$ cat src/rtl/button_event_ctrl_if.sv
// Switch-level input and classified-event outputs of the press classifier.
// The master side drives the debounced switch; the slave side is the classifier.
interface button_event_ctrl_if;
   logic i_Stable_Switch;
   logic o_Short;
   logic o_Long;
   logic o_Double;
   logic o_LED_1;
   logic o_LED_2;
   logic o_LED_3;

   modport master (
      output i_Stable_Switch,
      input  o_Short, o_Long, o_Double, o_LED_1, o_LED_2, o_LED_3
   );

   modport slave (
      input  i_Stable_Switch,
      output o_Short, o_Long, o_Double, o_LED_1, o_LED_2, o_LED_3
   );
endinterface

$ cat src/rtl/button_event_ctrl.sv
// Classifies each debounced press sequence as short, long or double using one
// shared duration counter, and drives three LEDs from the resulting events.
module button_event_ctrl #(
   parameter int CLKS_LONG   = 12500000,
   parameter int CLKS_DOUBLE = 6250000,
   parameter int CNT_W       = 24
) (
   input logic i_Clk,
   input logic i_Reset,
   button_event_ctrl_if.slave bus
);

   typedef enum logic [2:0] {
      IDLE      = 3'd0,
      PRESS1    = 3'd1,
      WAIT2     = 3'd2,
      PRESS2    = 3'd3,
      LONG_HOLD = 3'd4
   } state_t;

   localparam logic [CNT_W-1:0] LONG_LAST   = CNT_W'(CLKS_LONG - 1);
   localparam logic [CNT_W-1:0] DOUBLE_LAST = CNT_W'(CLKS_DOUBLE - 1);

   state_t           r_State;
   logic [CNT_W-1:0] r_Cnt;
   logic             r_Sw;
   logic             r_Short, r_Long, r_Double;
   logic             r_LED_1, r_LED_2, r_LED_3;
   logic             w_In, w_Rise;

   assign w_In   = bus.i_Stable_Switch;
   assign w_Rise = w_In & ~r_Sw;

   always_ff @(posedge i_Clk) begin
      if (i_Reset) begin
         r_State  <= IDLE;
         r_Cnt    <= '0;
         // A switch held through reset must be released before it can press.
         r_Sw     <= 1'b1;
         r_Short  <= 1'b0;
         r_Long   <= 1'b0;
         r_Double <= 1'b0;
         r_LED_1  <= 1'b0;
         r_LED_2  <= 1'b0;
         r_LED_3  <= 1'b0;
      end else begin
         r_Sw     <= w_In;
         // NOTE: pulse defaults precede the case so every event lasts one cycle.
         r_Short  <= 1'b0;
         r_Long   <= 1'b0;
         r_Double <= 1'b0;
         case (r_State)
            IDLE: begin
               if (w_Rise) begin
                  r_State <= PRESS1;
                  r_Cnt   <= '0;
               end
            end
            PRESS1: begin
               if (!w_In) begin
                  r_State <= WAIT2;
                  r_Cnt   <= '0;
               end else if (r_Cnt == LONG_LAST) begin
                  r_State <= LONG_HOLD;
                  r_Cnt   <= '0;
                  r_Long  <= 1'b1;
                  r_LED_3 <= 1'b1;
               end else begin
                  r_Cnt <= r_Cnt + 1'b1;
               end
            end
            WAIT2: begin
               // A second press on the timeout cycle still counts as double.
               if (w_Rise) begin
                  r_State <= PRESS2;
                  r_Cnt   <= '0;
               end else if (r_Cnt == DOUBLE_LAST) begin
                  r_State <= IDLE;
                  r_Cnt   <= '0;
                  r_Short <= 1'b1;
                  r_LED_1 <= ~r_LED_1;
               end else begin
                  r_Cnt <= r_Cnt + 1'b1;
               end
            end
            PRESS2: begin
               if (!w_In) begin
                  r_State  <= IDLE;
                  r_Cnt    <= '0;
                  r_Double <= 1'b1;
                  r_LED_2  <= ~r_LED_2;
               end
            end
            LONG_HOLD: begin
               if (!w_In) begin
                  r_State <= IDLE;
                  r_Cnt   <= '0;
                  r_LED_3 <= 1'b0;
               end
            end
            default: begin
               r_State <= IDLE;
               r_Cnt   <= '0;
               r_LED_3 <= 1'b0;
            end
         endcase
      end
   end

   assign bus.o_Short  = r_Short;
   assign bus.o_Long   = r_Long;
   assign bus.o_Double = r_Double;
   assign bus.o_LED_1  = r_LED_1;
   assign bus.o_LED_2  = r_LED_2;
   assign bus.o_LED_3  = r_LED_3;

endmodule

$ cat src/flat_wrapper.sv
// flat-port wrapper written by rule: the top's interface ports become plain ports
module button_event_ctrl_flat 
#(
   parameter int CLKS_LONG   = 12500000,
   parameter int CLKS_DOUBLE = 6250000,
   parameter int CNT_W       = 24
)
  (i_Clk, i_Reset, bus_i_Stable_Switch, bus_o_Short, bus_o_Long, bus_o_Double, bus_o_LED_1, bus_o_LED_2, bus_o_LED_3);
  button_event_ctrl_if bus_i ();
  input logic i_Clk;
  input logic i_Reset;
  input wire logic [$bits(bus_i.i_Stable_Switch)-1:0] bus_i_Stable_Switch;
  output wire logic [$bits(bus_i.o_Short)-1:0] bus_o_Short;
  output wire logic [$bits(bus_i.o_Long)-1:0] bus_o_Long;
  output wire logic [$bits(bus_i.o_Double)-1:0] bus_o_Double;
  output wire logic [$bits(bus_i.o_LED_1)-1:0] bus_o_LED_1;
  output wire logic [$bits(bus_i.o_LED_2)-1:0] bus_o_LED_2;
  output wire logic [$bits(bus_i.o_LED_3)-1:0] bus_o_LED_3;
  assign bus_i.i_Stable_Switch = bus_i_Stable_Switch;
  assign bus_o_Short = bus_i.o_Short;
  assign bus_o_Long = bus_i.o_Long;
  assign bus_o_Double = bus_i.o_Double;
  assign bus_o_LED_1 = bus_i.o_LED_1;
  assign bus_o_LED_2 = bus_i.o_LED_2;
  assign bus_o_LED_3 = bus_i.o_LED_3;
  button_event_ctrl #(.CLKS_LONG(CLKS_LONG), .CLKS_DOUBLE(CLKS_DOUBLE), .CNT_W(CNT_W)) u_core (.i_Clk(i_Clk), .i_Reset(i_Reset), .bus(bus_i));
endmodule
$ cat config.mk
export PLATFORM = sky130hd
export DESIGN_NAME = button_event_ctrl_flat
export DESIGN_NICKNAME = d
export VERILOG_FILES = /design/src/rtl/button_event_ctrl_if.sv /design/src/rtl/button_event_ctrl.sv /design/src/flat_wrapper.sv
export SDC_FILE = /design/constraint.sdc
export NUM_CORES = 1
export LEC_CHECK = 0
export ABC_CLOCK_PERIOD_IN_PS = 1700
export CAP_MARGIN = 40
export CORE_MARGIN = 2
export CORE_UTILIZATION = 50
export CTS_CLUSTER_SIZE = 12
export DETAILED_ROUTE_END_ITERATION = 8
export MAX_ROUTING_LAYER = met4
export PLACE_DENSITY = 0.82
export RECOVER_POWER = 50
export SLEW_MARGIN = 20
export SYNTH_ARGS = -nofsm -noshare
export SYNTH_HDL_FRONTEND = slang
export SYNTH_SLANG_ARGS = --single-unit
$ cat constraint.sdc
create_clock -name i_Clk -period 1.7 [get_ports i_Clk]
set_input_delay 0.34 -clock i_Clk [delete_from_list [all_inputs] [get_ports i_Clk]]
set_output_delay 0.34 -clock i_Clk [all_outputs]
set_load 0.01 [all_outputs]
== Word level (Yosys, flattened, before mapping) ==
Cells that the tools add are included.
Word-level totals
  bits in registers: 34
  input bits: 3
  output and inout bits: 6
  word-level logic and storage cells: 65
Cells by class
  add/subtract/negate cells: 1
  equal/unequal tests: 13
  mux-type cells: 21
  bitwise gates (word level): 10
  reductions and logical operators: 11
Operators with widths (count)
  $mux W24: 6
  $pmux W24 S4: 1
  $add A24 B1 Y24 const B: 1
  $eq A24 B23 Y1 const B: 1
  $eq A24 B24 Y1 const B: 1
  $mux W3: 6
  $pmux W3 S4: 1
  $not A1 Y1: 9
  $reduce_or A3 Y1: 3
  $reduce_and A4 Y1: 2
  $eq A3 B2 Y1 const B: 2
  $mux W1: 6
  $ne A2 B2 Y1 const B: 3
  $ne A2 B1 Y1 const B: 2
  $reduce_and A2 Y1: 2
  $reduce_or A2 Y1: 2
  $eq A3 B1 Y1 const B: 1
  $eq A3 B3 Y1 const B: 1
  $logic_not A3 Y1: 1
  $ne A3 B1 Y1 const B: 1
  $ne A3 B2 Y1 const B: 1
  $pmux W1 S3: 1
  $reduce_and A3 Y1: 1
  $and A1 B1 Y1: 1

== Longest topological paths before layout ==
  depth in word-level cells: 4
  mapped depth: 7
  depth with buffers taken out: 6

== Worst setup path before layout ==
OpenSTA, ideal clock, no wires.
  kind: reg2reg
  start: register u_core.r_Cnt[6]
  end: register u_core.r_Cnt[14]
  library setup time: 0.116 ns
  arrival time: 1.774 ns
  data required time: 1.584 ns
  path slack: -0.189 ns
  cell stages (with the launch flop): 7
  path buffers: 1
  clock period less this slack: 1.889 ns
  path through: dfxtp_1 or4_4 nor4_4 a21oi_2 o31ai_4 buf_6 nor2_2
On the way
  word-level cells in the longest chain between the ends: 4
  elaborated cells between the ends (all ways): 8
  classes of those cells: 1 x add/sub; 2 x eq/ne; 5 x mux
Ends and longest elaborated chain
  from (decl): line button_event_ctrl.sv:25  | logic [CNT_W-1:0] r_Cnt;
  from (signal assigned): line button_event_ctrl.sv:69  | r_Cnt <= r_Cnt + 1'b1;
  from (signal assigned): line button_event_ctrl.sv:83  | r_Cnt <= r_Cnt + 1'b1;
  $add A24 B1 Y24, or another cell as far along: line button_event_ctrl.sv:69, button_event_ctrl.sv:83
  $mux W24, on equally long branches: line button_event_ctrl.sv:77, button_event_ctrl.sv:63
  $mux W24, on equally long branches: line button_event_ctrl.sv:74, button_event_ctrl.sv:60
  $pmux W24 S4 (*): line button_event_ctrl.sv:52  | case (r_State)
Every way passes the cells marked *; elsewhere a longest branch is shown, timed or not.
A chain may end at the register's enable or synchronous reset.

== Worst setup path after layout ==
  start: register u_core.r_Cnt[4]
  end: register u_core.r_Cnt[23]
Same word-level chain as after synthesis.

==> run metrics <==
Synth Warn # 0; max-slew violation count 0; final hold viol count 0; async set-reset flop share out of synthesis 0%; Inst Count DP 298; Setup Buffers After CTS 0; filler cell count 269; Critical Path AT 2190 ps; Clk Latency, worst-skew pair 340 ps; dpl cell area 2280 um2; Hold Path Class reg2reg; Final Non-Filler Cells 306; Worst-path clk slew 100 ps; Mapped Area 1780 um2; hold_ws 529 ps; vias in the first global route 1,701; CTS tree done; register area share after synthesis 38.3%; total power 1.53 mW; first-pass GRT wire length 7880 um; design area 2410 um2; clock root buffer clkbuf_4; Syn Inst Count 201; gpl congestion 0.866; clock sinks 34; Mapped Nets 205; TritonRoute pass-1 iters 4; Critical Path Sink Type flop; Fin Setup TNS -5970 ps; Die Wd 63.6 um; top_reg_cell synth dfxtp_1; Congestion Overflow GR 0; drt wl/cell 15.0 um; top cell type's share of synthesized area 38.3%; Detail Route Antenna Nets 0; post-route DRC violation count 0; max-cap viol count 0; setup violators final 28; RSZ-0062 raised after global routing true; # IOs 9; failing checks setup timing; register bit total from synthesis 34; largest net degree at the start of global routing 21; initial DRC count 86; worst path required time 1940 ps; Sequential Area 683 um2; most numerous cell in the Yosys netlist dfxtp_1; CTS buffer count 5; number of diodes 0; Leak 0.900 nW; Yosys top cell by area dfxtp_1; worst-margin pin slew 369 ps; Final HPWL DP 3220 um; CTS max path bufs 2; count of cell types in the netlist 46; initial antenna violation count 0; pwr dens 637 nW/um2; outcome finished with violations; Tmin final 1950 ps; Via density 5.68; number of synthesized flops with an enable pin 0; CP Max Fanout 20; PortBufs 8; CORE AREA 3360 um2; period utilisation layout 115%; routed wire length 4590 um; Vias 1,739; Setup Slack @ Placement -367 ps; ratio of cells with drive above 1 in the final layout 37.3%; CP Launch Type flop; clock skew 13.1 ps; Multi-input gate area 1110 um2; mean post-synth cell area 8.84 um2; FP Rows 21; Setup CP Type reg2reg; CTS HTree Levels 2; fin util 71.6%; Starting Density 52.8%; Area Overhead vs Synth 35.5%; worst IR drop on VDD 0.497 mV; layout net count 263; Die ar. 4050 um2; GRT Util Overall 25.7%; relative slew slack 75.2%; Max Freq 513 MHz; final setup margin -250 ps; Die H 63.6 um; largest cells by area after synthesis dfxtp_1 (38%), xor2_1 (6.4%), nand4_1 (4.6%), nor2_2 (4.6%), nand3_1 (3.7%)
[worst max-delay path, stage by stage, from the launching register on]
cell,delay [ps]
dfxtp_2,340
or4b_4,550
nor4_4,250
a31oi_4,150
o31ai_4,270
buf_12,220
a21oi_1,50
[final cells by class]
cell class	instances	area share (%)
Clock buffer	7	1.87
Clock inverter	1	1.25
Inverter	4	0.624
Multi-Input combinational cell	156	46.0
Sequential cell	34	28.4
Tap cell	46	2.39
Timing Repair Buffer	58	19.4
[where the power goes]
part           internal (mW)  switching (mW)  total (mW)  leakage (nW)
logic                 0.0572          0.0822       0.139         0.585
clock network          0.312           0.277       0.589        0.0395
registers              0.801         0.00377       0.805         0.275
[sequential cells by signal, indices dropped and copies added, names as in the netlist]
signal,cells
u_core.r_State,3
u_core.r_Cnt,24
u_core.bus.o_LED_2,1
u_core.bus.o_Double,1
u_core.bus.o_Short,1
u_core.bus.o_LED_1,1
u_core.bus.o_LED_3,1
u_core.r_Sw,1
u_core.bus.o_Long,1
[cells in the final DEF, fill, tap and decap left out, types with 2 or more instances in the layout]
cell	synthesis	final
buf_4	0	49
nand4_1	13	13
nor3_1	6	5
xnor2_1	2	2
clkbuf_1	5	2
dfxtp_1	34	32
nor2_2	13	13
nand2_1	13	13
o21ai_0	10	9
nor4_4	2	2
o31ai_4	1	2
nand3_1	13	12
dlygate4sd3_1	0	3
nor2_1	12	11
nand4b_1	3	3
inv_1	4	4
xor2_1	13	13
and3_1	6	6
or3_1	8	8
clkbuf_4	0	5
and3_2	2	2
dfxtp_2	0	2
nand2b_1	2	2
clkdlybuf4s50_1	0	5
a21oi_1	7	5
a21oi_2	5	6
[repair_timing]
action	in CTS	in global routing
resized for setup	6	7
hold buffers	0	0
pin swaps	1	1
endpoints found under the setup margin	29	30
[routing by layer]
metal / part of all wire, % / track usage (%) / vias up
met5: 0 / - / -
met4: 1.5 / 8.97 / 0
met1: 45 / 31.2 / 838
met3: 3.3 / 5.18 / 9
met2: 50 / 42.5 / 37
li1: - / - / 855
[worst paths after layout]
kind	slack [ps]	endpoint	cells past startpoint	start
setup / recovery	-250	u_core.r_Cnt[23]$_SDFFE_PP0P_	6	u_core.r_Cnt[4]$_SDFFE_PP0P_
hold / removal	530	u_core.bus.o_LED_2$_SDFFE_PP0P_	2	u_core.bus.o_LED_2$_SDFFE_PP0P_
setup reg to reg	-250	u_core.r_Cnt[23]$_SDFFE_PP0P_	6	u_core.r_Cnt[4]$_SDFFE_PP0P_
hold reg to reg	530	u_core.bus.o_LED_2$_SDFFE_PP0P_	2	u_core.bus.o_LED_2$_SDFFE_PP0P_
[logic make-up (layout without fill, tap and decap cells)]
family / Yosys count / after routing / synth area share [%]
adders and majority gates: 1 / 1 / 0.704
and+or+nand+nor: 107 / 107 / 37.0
buffers and inverters: 11 / 70 / 3.17
DFF: 34 / 34 / 38.3
AOI/OAI and AO/OA: 33 / 33 / 13.5
xor gates and xnor gates: 15 / 15 / 7.39
No activity file was read; power rests on OpenSTA's default activity.
